===== src/rtl/ucsbece154a_controller.sv =====
// Multicycle MIPS-subset main controller: Moore FSM plus ALU decoder.
// Write enables are forced low while reset_n is held low.
`timescale 1ns/1ps
module ucsbece154a_controller (
    input  logic       clk,
    input  logic       reset_n,
    input  logic [5:0] op_i,
    input  logic [5:0] funct_i,
    input  logic       zero_i,
    output logic       pc_en_o,
    output logic       ir_write_o,
    output logic       mem_write_o,
    output logic       reg_write_o,
    output logic       iord_o,
    output logic       reg_dst_o,
    output logic       mem_to_reg_o,
    output logic       alu_src_a_o,
    output logic [1:0] alu_src_b_o,
    output logic [1:0] pc_src_o,
    output logic [2:0] alu_control_o,
    output logic [3:0] state_o
);

    localparam logic [2:0] ALU_AND = 3'b000;
    localparam logic [2:0] ALU_OR  = 3'b001;
    localparam logic [2:0] ALU_ADD = 3'b010;
    localparam logic [2:0] ALU_LU  = 3'b011;
    localparam logic [2:0] ALU_SUB = 3'b110;
    localparam logic [2:0] ALU_SLT = 3'b111;

    localparam logic [5:0] OP_R    = 6'b000000;
    localparam logic [5:0] OP_LW   = 6'b100011;
    localparam logic [5:0] OP_SW   = 6'b101011;
    localparam logic [5:0] OP_BEQ  = 6'b000100;
    localparam logic [5:0] OP_ADDI = 6'b001000;
    localparam logic [5:0] OP_J    = 6'b000010;
    localparam logic [5:0] OP_LUI  = 6'b001111;

    localparam logic [5:0] FN_ADD = 6'b100000;
    localparam logic [5:0] FN_SUB = 6'b100010;
    localparam logic [5:0] FN_AND = 6'b100100;
    localparam logic [5:0] FN_OR  = 6'b100101;
    localparam logic [5:0] FN_SLT = 6'b101010;

    typedef enum logic [3:0] {
        FETCH   = 4'd0,
        DECODE  = 4'd1,
        MEMADR  = 4'd2,
        MEMRD   = 4'd3,
        MEMWB   = 4'd4,
        MEMWR   = 4'd5,
        EXECUTE = 4'd6,
        ALUWB   = 4'd7,
        BRANCH  = 4'd8,
        ADDIEX  = 4'd9,
        IMMWB   = 4'd10,
        JUMP    = 4'd11,
        LUIEX   = 4'd12
    } state_t;

    state_t state_q;
    state_t state_d;

    logic       pc_write;
    logic       branch;
    logic       ir_write;
    logic       mem_write;
    logic       reg_write;
    logic       funct_ok;
    logic [2:0] funct_alu;

    always_ff @(posedge clk or negedge reset_n) begin
        if (!reset_n) begin
            state_q <= FETCH;
        end else begin
            state_q <= state_d;
        end
    end

    // R-type funct decode; funct_ok gates DECODE so bad functs never reach EXECUTE.
    always_comb begin
        funct_ok  = 1'b1;
        funct_alu = ALU_ADD;
        case (funct_i)
            FN_ADD:  funct_alu = ALU_ADD;
            FN_SUB:  funct_alu = ALU_SUB;
            FN_AND:  funct_alu = ALU_AND;
            FN_OR:   funct_alu = ALU_OR;
            FN_SLT:  funct_alu = ALU_SLT;
            default: funct_ok  = 1'b0;
        endcase
    end

    always_comb begin
        state_d       = FETCH;
        pc_write      = 1'b0;
        branch        = 1'b0;
        ir_write      = 1'b0;
        mem_write     = 1'b0;
        reg_write     = 1'b0;
        iord_o        = 1'b0;
        reg_dst_o     = 1'b0;
        mem_to_reg_o  = 1'b0;
        alu_src_a_o   = 1'b0;
        alu_src_b_o   = 2'b00;
        pc_src_o      = 2'b00;
        alu_control_o = ALU_ADD;
        case (state_q)
            FETCH: begin
                alu_src_b_o = 2'b01;
                ir_write    = 1'b1;
                pc_write    = 1'b1;
                state_d     = DECODE;
            end
            DECODE: begin
                alu_src_b_o = 2'b11;
                case (op_i)
                    OP_LW, OP_SW: state_d = MEMADR;
                    OP_R:         state_d = funct_ok ? EXECUTE : FETCH;
                    OP_BEQ:       state_d = BRANCH;
                    OP_ADDI:      state_d = ADDIEX;
                    OP_J:         state_d = JUMP;
                    OP_LUI:       state_d = LUIEX;
                    default:      state_d = FETCH;
                endcase
            end
            MEMADR: begin
                alu_src_a_o = 1'b1;
                alu_src_b_o = 2'b10;
                if (op_i == OP_LW) begin
                    state_d = MEMRD;
                end else if (op_i == OP_SW) begin
                    state_d = MEMWR;
                end
            end
            MEMRD: begin
                iord_o  = 1'b1;
                state_d = MEMWB;
            end
            MEMWB: begin
                mem_to_reg_o = 1'b1;
                reg_write    = 1'b1;
            end
            MEMWR: begin
                iord_o    = 1'b1;
                mem_write = 1'b1;
            end
            EXECUTE: begin
                alu_src_a_o   = 1'b1;
                alu_control_o = funct_alu;
                state_d       = ALUWB;
            end
            ALUWB: begin
                reg_dst_o = 1'b1;
                reg_write = 1'b1;
            end
            BRANCH: begin
                alu_src_a_o   = 1'b1;
                alu_control_o = ALU_SUB;
                pc_src_o      = 2'b01;
                branch        = 1'b1;
            end
            ADDIEX: begin
                alu_src_a_o = 1'b1;
                alu_src_b_o = 2'b10;
                state_d     = IMMWB;
            end
            LUIEX: begin
                alu_src_a_o   = 1'b1;
                alu_src_b_o   = 2'b10;
                alu_control_o = ALU_LU;
                state_d       = IMMWB;
            end
            IMMWB: begin
                reg_write = 1'b1;
            end
            JUMP: begin
                pc_src_o = 2'b10;
                pc_write = 1'b1;
            end
            default: state_d = FETCH;
        endcase
    end

    assign pc_en_o     = reset_n & (pc_write | (branch & zero_i));
    assign ir_write_o  = reset_n & ir_write;
    assign mem_write_o = reset_n & mem_write;
    assign reg_write_o = reset_n & reg_write;
    assign state_o     = state_q;

endmodule


===== config.mk =====
export PLATFORM = sky130hd
export DESIGN_NAME = ucsbece154a_controller
export DESIGN_NICKNAME = d
export VERILOG_FILES = /design/src/rtl/ucsbece154a_controller.sv
export SDC_FILE = /design/constraint.sdc
export NUM_CORES = 1
export LEC_CHECK = 0
export ABC_CLOCK_PERIOD_IN_PS = 1900
export CAP_MARGIN = 30
export CORE_ASPECT_RATIO = 1.4
export CORE_MARGIN = 4
export CORE_UTILIZATION = 35
export DETAILED_ROUTE_END_ITERATION = 8
export PLACE_DENSITY = 0.75
export SETUP_SLACK_MARGIN = 0.5
export SLEW_MARGIN = 5
export SYNTH_ARGS = -nofsm -noshare
export SYNTH_HDL_FRONTEND = slang
export SYNTH_SLANG_ARGS = --single-unit
export TNS_END_PERCENT = 5

===== constraint.sdc =====
create_clock -name clk -period 1.9 [get_ports clk]
set_input_delay 0.285 -clock clk [delete_from_list [all_inputs] [get_ports clk]]
set_output_delay 0.285 -clock clk [all_outputs]
set_load 0.1 [all_outputs]

==> results of run 1 <==
where the power goes:
group          total, mW  switching [mW]  internal, mW
clock              0.106          0.0353        0.0707
sequential         0.131          0.0159         0.115
combinational       1.33           0.823         0.509
total               1.57           0.874         0.695
metal layers:
| metal | up-vias | global-route usage (%) | routed length (µm) |
|---|---|---|---|
| li1 | 440 | - | - |
| met1 | 428 | 21.2 | 933 |
| met2 | 43 | 41.5 | 1520 |
| met3 | 14 | 6.08 | 137 |
| met4 | 0 | 12.9 | 163 |
| met5 | - | 0 | 0 |
through the flow:
stage | cell area [µm²] | cells | utilization (%) | worst slack, ns | total power [mW]
after CTS | 1550 | 159 | 86.8 | -0.436 | 1.54
final | 1560 | 159 | 87.8 | -0.463 | 1.57
after floorplan | 810 | 93 | - | -0.878 | 0.941
after global routing | 1560 | 159 | 87.8 | -0.494 | 1.63
after global placement | 1430 | 156 | 80.3 | -0.328 | 1.36
after detailed placement | 1430 | 156 | 80.3 | -0.353 | 1.38
what timing repair did:
item                       CTS  global route
setup endpoints to repair   19            21
pin swaps                   15             3
gates cloned                 0             0
buffers inserted             0             0
resized for setup           34             4
Yosys cell counts (3+ instances only):
cell      n  share of area, %
a21oi_1   4               3.0
o21ai_1   6               4.5
clkbuf_1  6               3.4
inv_1     3               1.7
nor2_1    6               3.4
nor3_1    9               6.8
or4b_1    4               6.1
nand2_1   6               3.4
dfrtp_1   4                15
nand2b_1  5               4.7
xnor2_1   3               4.0
worst min path at each step:
stage	from	end	slack, ns
6_report	reset_n	state_o[1]	0.37
5_1_grt	reset_n	state_o[2]	0.38
4_1_cts	reset_n	state_o[0]	0.37
3_5_place_dp	reset_n	state_o[1]	0.59
3_3_place_gp	reset_n	state_o[2]	0.58
2_1_floorplan	reset_n	state_o[0]	-0.01
final cells by class:
cell class              count  area (µm²)  area share [%]
flip-flops and latches      4         115            7.37
multi-input cells          77         694            44.4
inverters                   3        11.3           0.721
repair buffers             52         694            44.4
well taps                  20        25.0            1.60
clock buffers               3        22.5            1.44
cells by family (layout without fill, tap and decap cells):
| kind of cell | after synthesis | after routing | share of synthesized area (%) |
|---|---|---|---|
| xor gates and xnor gates | 4 | 4 | 5.30 |
| adders and majority gates | 1 | 1 | 1.52 |
| DFF | 4 | 4 | 15.2 |
| buffers and inverters | 12 | 58 | 7.95 |
| and+or+nand+nor | 49 | 49 | 45.6 |
| muxes | 1 | 1 | 1.70 |
| AOI/OAI and AO/OA | 22 | 22 | 22.7 |
==> run_results.csv, run 1 <==
group,metric,value,unit
run_status,outcome,"complete, but fails checks",
run_status,violations,"negative setup slack",
worst_setup_path,critPathMaxStageDelay,0.52,ns
global_routing,grtUsageTotal,22.4,%
global_routing,grt_pass1_vias,940,
route,first_pass_iters,4,
clock_tree,clk_pin_slew_worst_paths,0.04,ns
worst_setup_path,crit_end,"alu_control_o[1]",
worst_setup_path,crit_start,"state_o[3]",
sta,fmax,0.423,GHz
die,die_y,59.4,µm
finish,diodes,0,
finish,layout_common_cells,"buf_12, buf_4, dlygate4sd2_1",
route,wl,2.75,mm
worst_setup_path,arrival,2.08,ns
global_routing,grt_antenna_before_repair,0,
sta,fin_skew,0.00216,ns
worst_setup_path,cp-start-kind,"flip-flop",
finish,mostFrequentLayoutCell,"buf_12",
sta,tightest_slew,0.304,ns
finish,nets,156,
clock_tree,clk_latency,0.23,ns
worst_setup_path,r2r-start,"state_o[3]",
sta,hold_ws,0.373,ns
clock_tree,cts_buffers,3,
sta,totalNegativeSetupSlack,-1.08,ns
synth,synth_ff_type,"dfrtp_1",
power_and_ir_drop,p_leak,0.598,nW
route,drtIter0Drc,12,
power_and_ir_drop,ir_worst_vdd,0.812,mV
route,wire_per_inst,17.3,µm
sta,post-route-min-period,2.36,ns
sta,fin_ws,-0.463,ns
worst_setup_path,cp_max_fo,2,
hold_path,hp-class,"primary input to async pin",
place,io_buffers,33,
finish,area_growth_syn_to_layout,137,%
worst_setup_path,path_buf_inv,1,
synth,seq_area_frac_synth,15.2,%
die,io_pins,34,
route,post-route-drc-count,0,
route,viasPerCell,5.82,
worst_setup_path,cp-end-kind,"output pin",
synth,netlist_area,661,µm²
run,drv_cap,0,
sta,drv_slew,0,
worst_setup_path,critPathRequiredTime,1.62,ns
worst_setup_path,path_class,"flip-flop to output pin",
worst_setup_path,cp_top_family,"simple AND/OR/NAND/NOR gates",
finish,drive_gt1_share,54.0,%
synth,syn_nets,108,
synth,syn_avg_cell_area,7.10,µm²
synth,yosys_warnings,0,
sta,hold_viol_final,0,
global_routing,grt_max_degree,16,
worst_setup_path,rr_endpoint,"state_o[0]",
sta,setup_viol,5,
synth,async_flop_share,100,%
place,place.detailed.hpwl,2.02,mm
worst_setup_path,path_depth,4,
clock_tree,cts_hold_buf,0,
sta,slew_headroom,79.5,%
die,num_rows,18,
finish,largest_register_ffs,4,
die,coreArea,1780,µm²
place,gp_congestion,0.841,
route,via_count,925,
clock_tree,clock_tree.buffer_depth,2,
sta,rsz0062_at_grt,"yes",
worst_setup_path,r2r_slack,0.21,ns
worst_setup_path,crit_top_cell,"or4b_4",
clock_tree,tritoncts,"built",
clock_tree,cts-root-buf,"clkbuf_4",
clock_tree,clock_sinks,4,
die,die_area,2660,µm²
power_and_ir_drop,power_density,1000,nW/µm²
synth,ys_ff_latch,4,
route,ant_nets,0,
global_routing,grt_pass1_wl,4.36,mm
finish,fillers,84,
synth,netlist_instances,93,
synth,ys_types,40,
sta,min_period_over_period,124,%
synth,synth_edf_count,0,
worst_setup_path,worstRegToRegCells,4,
clock_tree,cts_htree_levels,1,
die,start_util,37.1,%
global_routing,grt_overflow,0,
worst_setup_path,cp_cell_sequence,"nand2b_4 > or4b_4 > or4b_4 > buf_12",
die,die_w,44.7,µm
worst_setup_path,critPathSlowestCell,"or4b_4",
No activity file was read; power rests on OpenSTA's default activity.
==> inputs of run 2 (changes only) <==
--- a/config.mk
+++ b/config.mk
@@ -8,7 +8,6 @@
 export ABC_CLOCK_PERIOD_IN_PS = 1900
 export CAP_MARGIN = 30
 export CORE_ASPECT_RATIO = 1.4
-export CORE_MARGIN = 4
 export CORE_UTILIZATION = 35
 export DETAILED_ROUTE_END_ITERATION = 8
 export PLACE_DENSITY = 0.75
==> run_results.csv, run 2 (synthesis gave the netlist of run 1 again) <==
group,metric,value,unit
run_status,outcome,"complete, but fails checks",
run_status,violations,"negative setup slack",
die,die_w,38.7,µm
run,drv_cap,0,
worst_setup_path,path_class,"flip-flop to output pin",
worst_setup_path,cp-end-kind,"output pin",
sta,fin_skew,0.0000742,ns
worst_setup_path,critPathRequiredTime,1.62,ns
clock_tree,cts_hold_buf,0,
global_routing,grt_max_degree,16,
finish,largest_register_ffs,4,
clock_tree,tritoncts,"built",
sta,post-route-min-period,2.36,ns
clock_tree,clock_sinks,4,
die,start_util,37.1,%
place,place.detailed.hpwl,1.91,mm
global_routing,grt_pass1_wl,3.93,mm
finish,diodes,0,
clock_tree,cts_buffers,3,
sta,fmax,0.424,GHz
place,preCtsSetupSlack,-0.349,ns
clock_tree,clock_tree.buffer_depth,2,
finish,nets,156,
route,ant_nets,0,
sta,slew_headroom,79.4,%
place,gp_congestion,0.794,
finish,drive_gt1_share,52.5,%
place,placedCellCount,156,
power_and_ir_drop,p_leak,0.605,nW
route,post-route-drc-count,0,
finish,mostFrequentLayoutCell,"buf_12",
route,viasPerCell,5.96,
die,io_pins,34,
worst_setup_path,arrival,2.07,ns
clock_tree,clk_latency,0.23,ns
die,die_area,2070,µm²
global_routing,grt_antenna_before_repair,0,
route,first_pass_iters,4,
worst_setup_path,cp_max_fo,2,
global_routing,grt_pass1_vias,900,
finish,layout_common_cells,"buf_12, buf_4, clkdlybuf4s50_1",
place,io_buffers,33,
global_routing,grt_overflow,0,
route,wire_per_inst,18.7,µm
sta,hold_viol_final,0,
clock_tree,clk_pin_slew_worst_paths,0.04,ns
die,die_y,53.4,µm
clock_tree,cts_htree_levels,1,
finish,fin_cells,159,
die,coreArea,1780,µm²
route,wl,2.97,mm
route,drtIter0Drc,18,
sta,drv_slew,0,
route,via_count,947,
die,num_rows,18,
sta,rsz0062_at_grt,"yes",
power_and_ir_drop,power_density,994,nW/µm²
hold_path,hp-class,"primary input to async pin",
sta,setup_viol,5,
finish,area_growth_syn_to_layout,138,%
sta,min_period_over_period,124,%
power_and_ir_drop,ir_worst_vdd,0.875,mV
sta,tightest_slew,0.305,ns
clock_tree,cts-root-buf,"clkbuf_4",
power_and_ir_drop,power,1.57,mW
worst_setup_path,cp-start-kind,"flip-flop",
sta,fin_ws,-0.459,ns
global_routing,grtUsageTotal,26.9,%
[run 2: timing repair]
| action | 4_1_cts | 5_1_grt |
|---|---|---|
| resized for setup | 21 | 8 |
| pin swaps | 11 | 8 |
| setup endpoints to repair | 19 | 20 |
| buffers inserted | 0 | 0 |
[run 2: path summary, 6_finish.rpt]
kind | slack, ns | start | cells after the start | endpoint
max | -0.46 | state_o[0] | 4 | alu_control_o[1]
min | 0.41 | reset_n | 2 | state_o[1]
max reg2reg | 0.14 | state_o[3] | 4 | state_o[0]
min reg2reg | 0.69 | state_o[3] | 2 | state_o[0]
max in group asynchronous | 1.37 | reset_n | 2 | state_o[0]
min in group clk | 0.55 | op_i[2] | 4 | state_o[0]
[run 2: critical path: stages, from the launching register on]
cell and delay, ns:
dfrtp_4 0.46, nand2b_4 0.16, or4b_4 0.53, or4b_4 0.51
buf_12 0.18
[run 2: layout make-up]
class,count,area [µm²]
Timing Repair Buffer,52,714
Inverter,3,11.3
Sequential cell,4,115
Fill cell,79,204
Tap cell,20,25.0
Multi-Input combinational cell,77,687
Clock buffer,3,22.5
[run 2: power breakdown]
part	total [mW]	leakage [nW]	internal [mW]	switching [mW]
Sequential	0.129	0.0465	0.115	0.0137
Clock	0.106	0.0138	0.0707	0.0353
Combinational	1.33	0.544	0.513	0.818
Total	1.57	0.605	0.698	0.867
[run 2: stage by stage]
step / TNS (ns) / area (µm²) / hold slack, ns / utilization, %
floorplan: -7.15 / 810 / -0.0106 / -
global placement: -1.24 / 1430 / 0.584 / 80.3
detailed placement: -1.39 / 1430 / 0.600 / 80.3
CTS: -1.07 / 1540 / 0.376 / 86.3
global route: -1.49 / 1580 / 0.420 / 88.5
finish: -1.20 / 1580 / 0.412 / 88.5
[run 2: layer usage]
layer | global-route usage, % | vias up | wire (µm)
li1 | - | 440 | -
met1 | 26.3 | 456 | 1060
met2 | 53.3 | 43 | 1690
met3 | 5.88 | 8 | 117
met4 | 6.90 | 0 | 103
met5 | 0 | - | 0
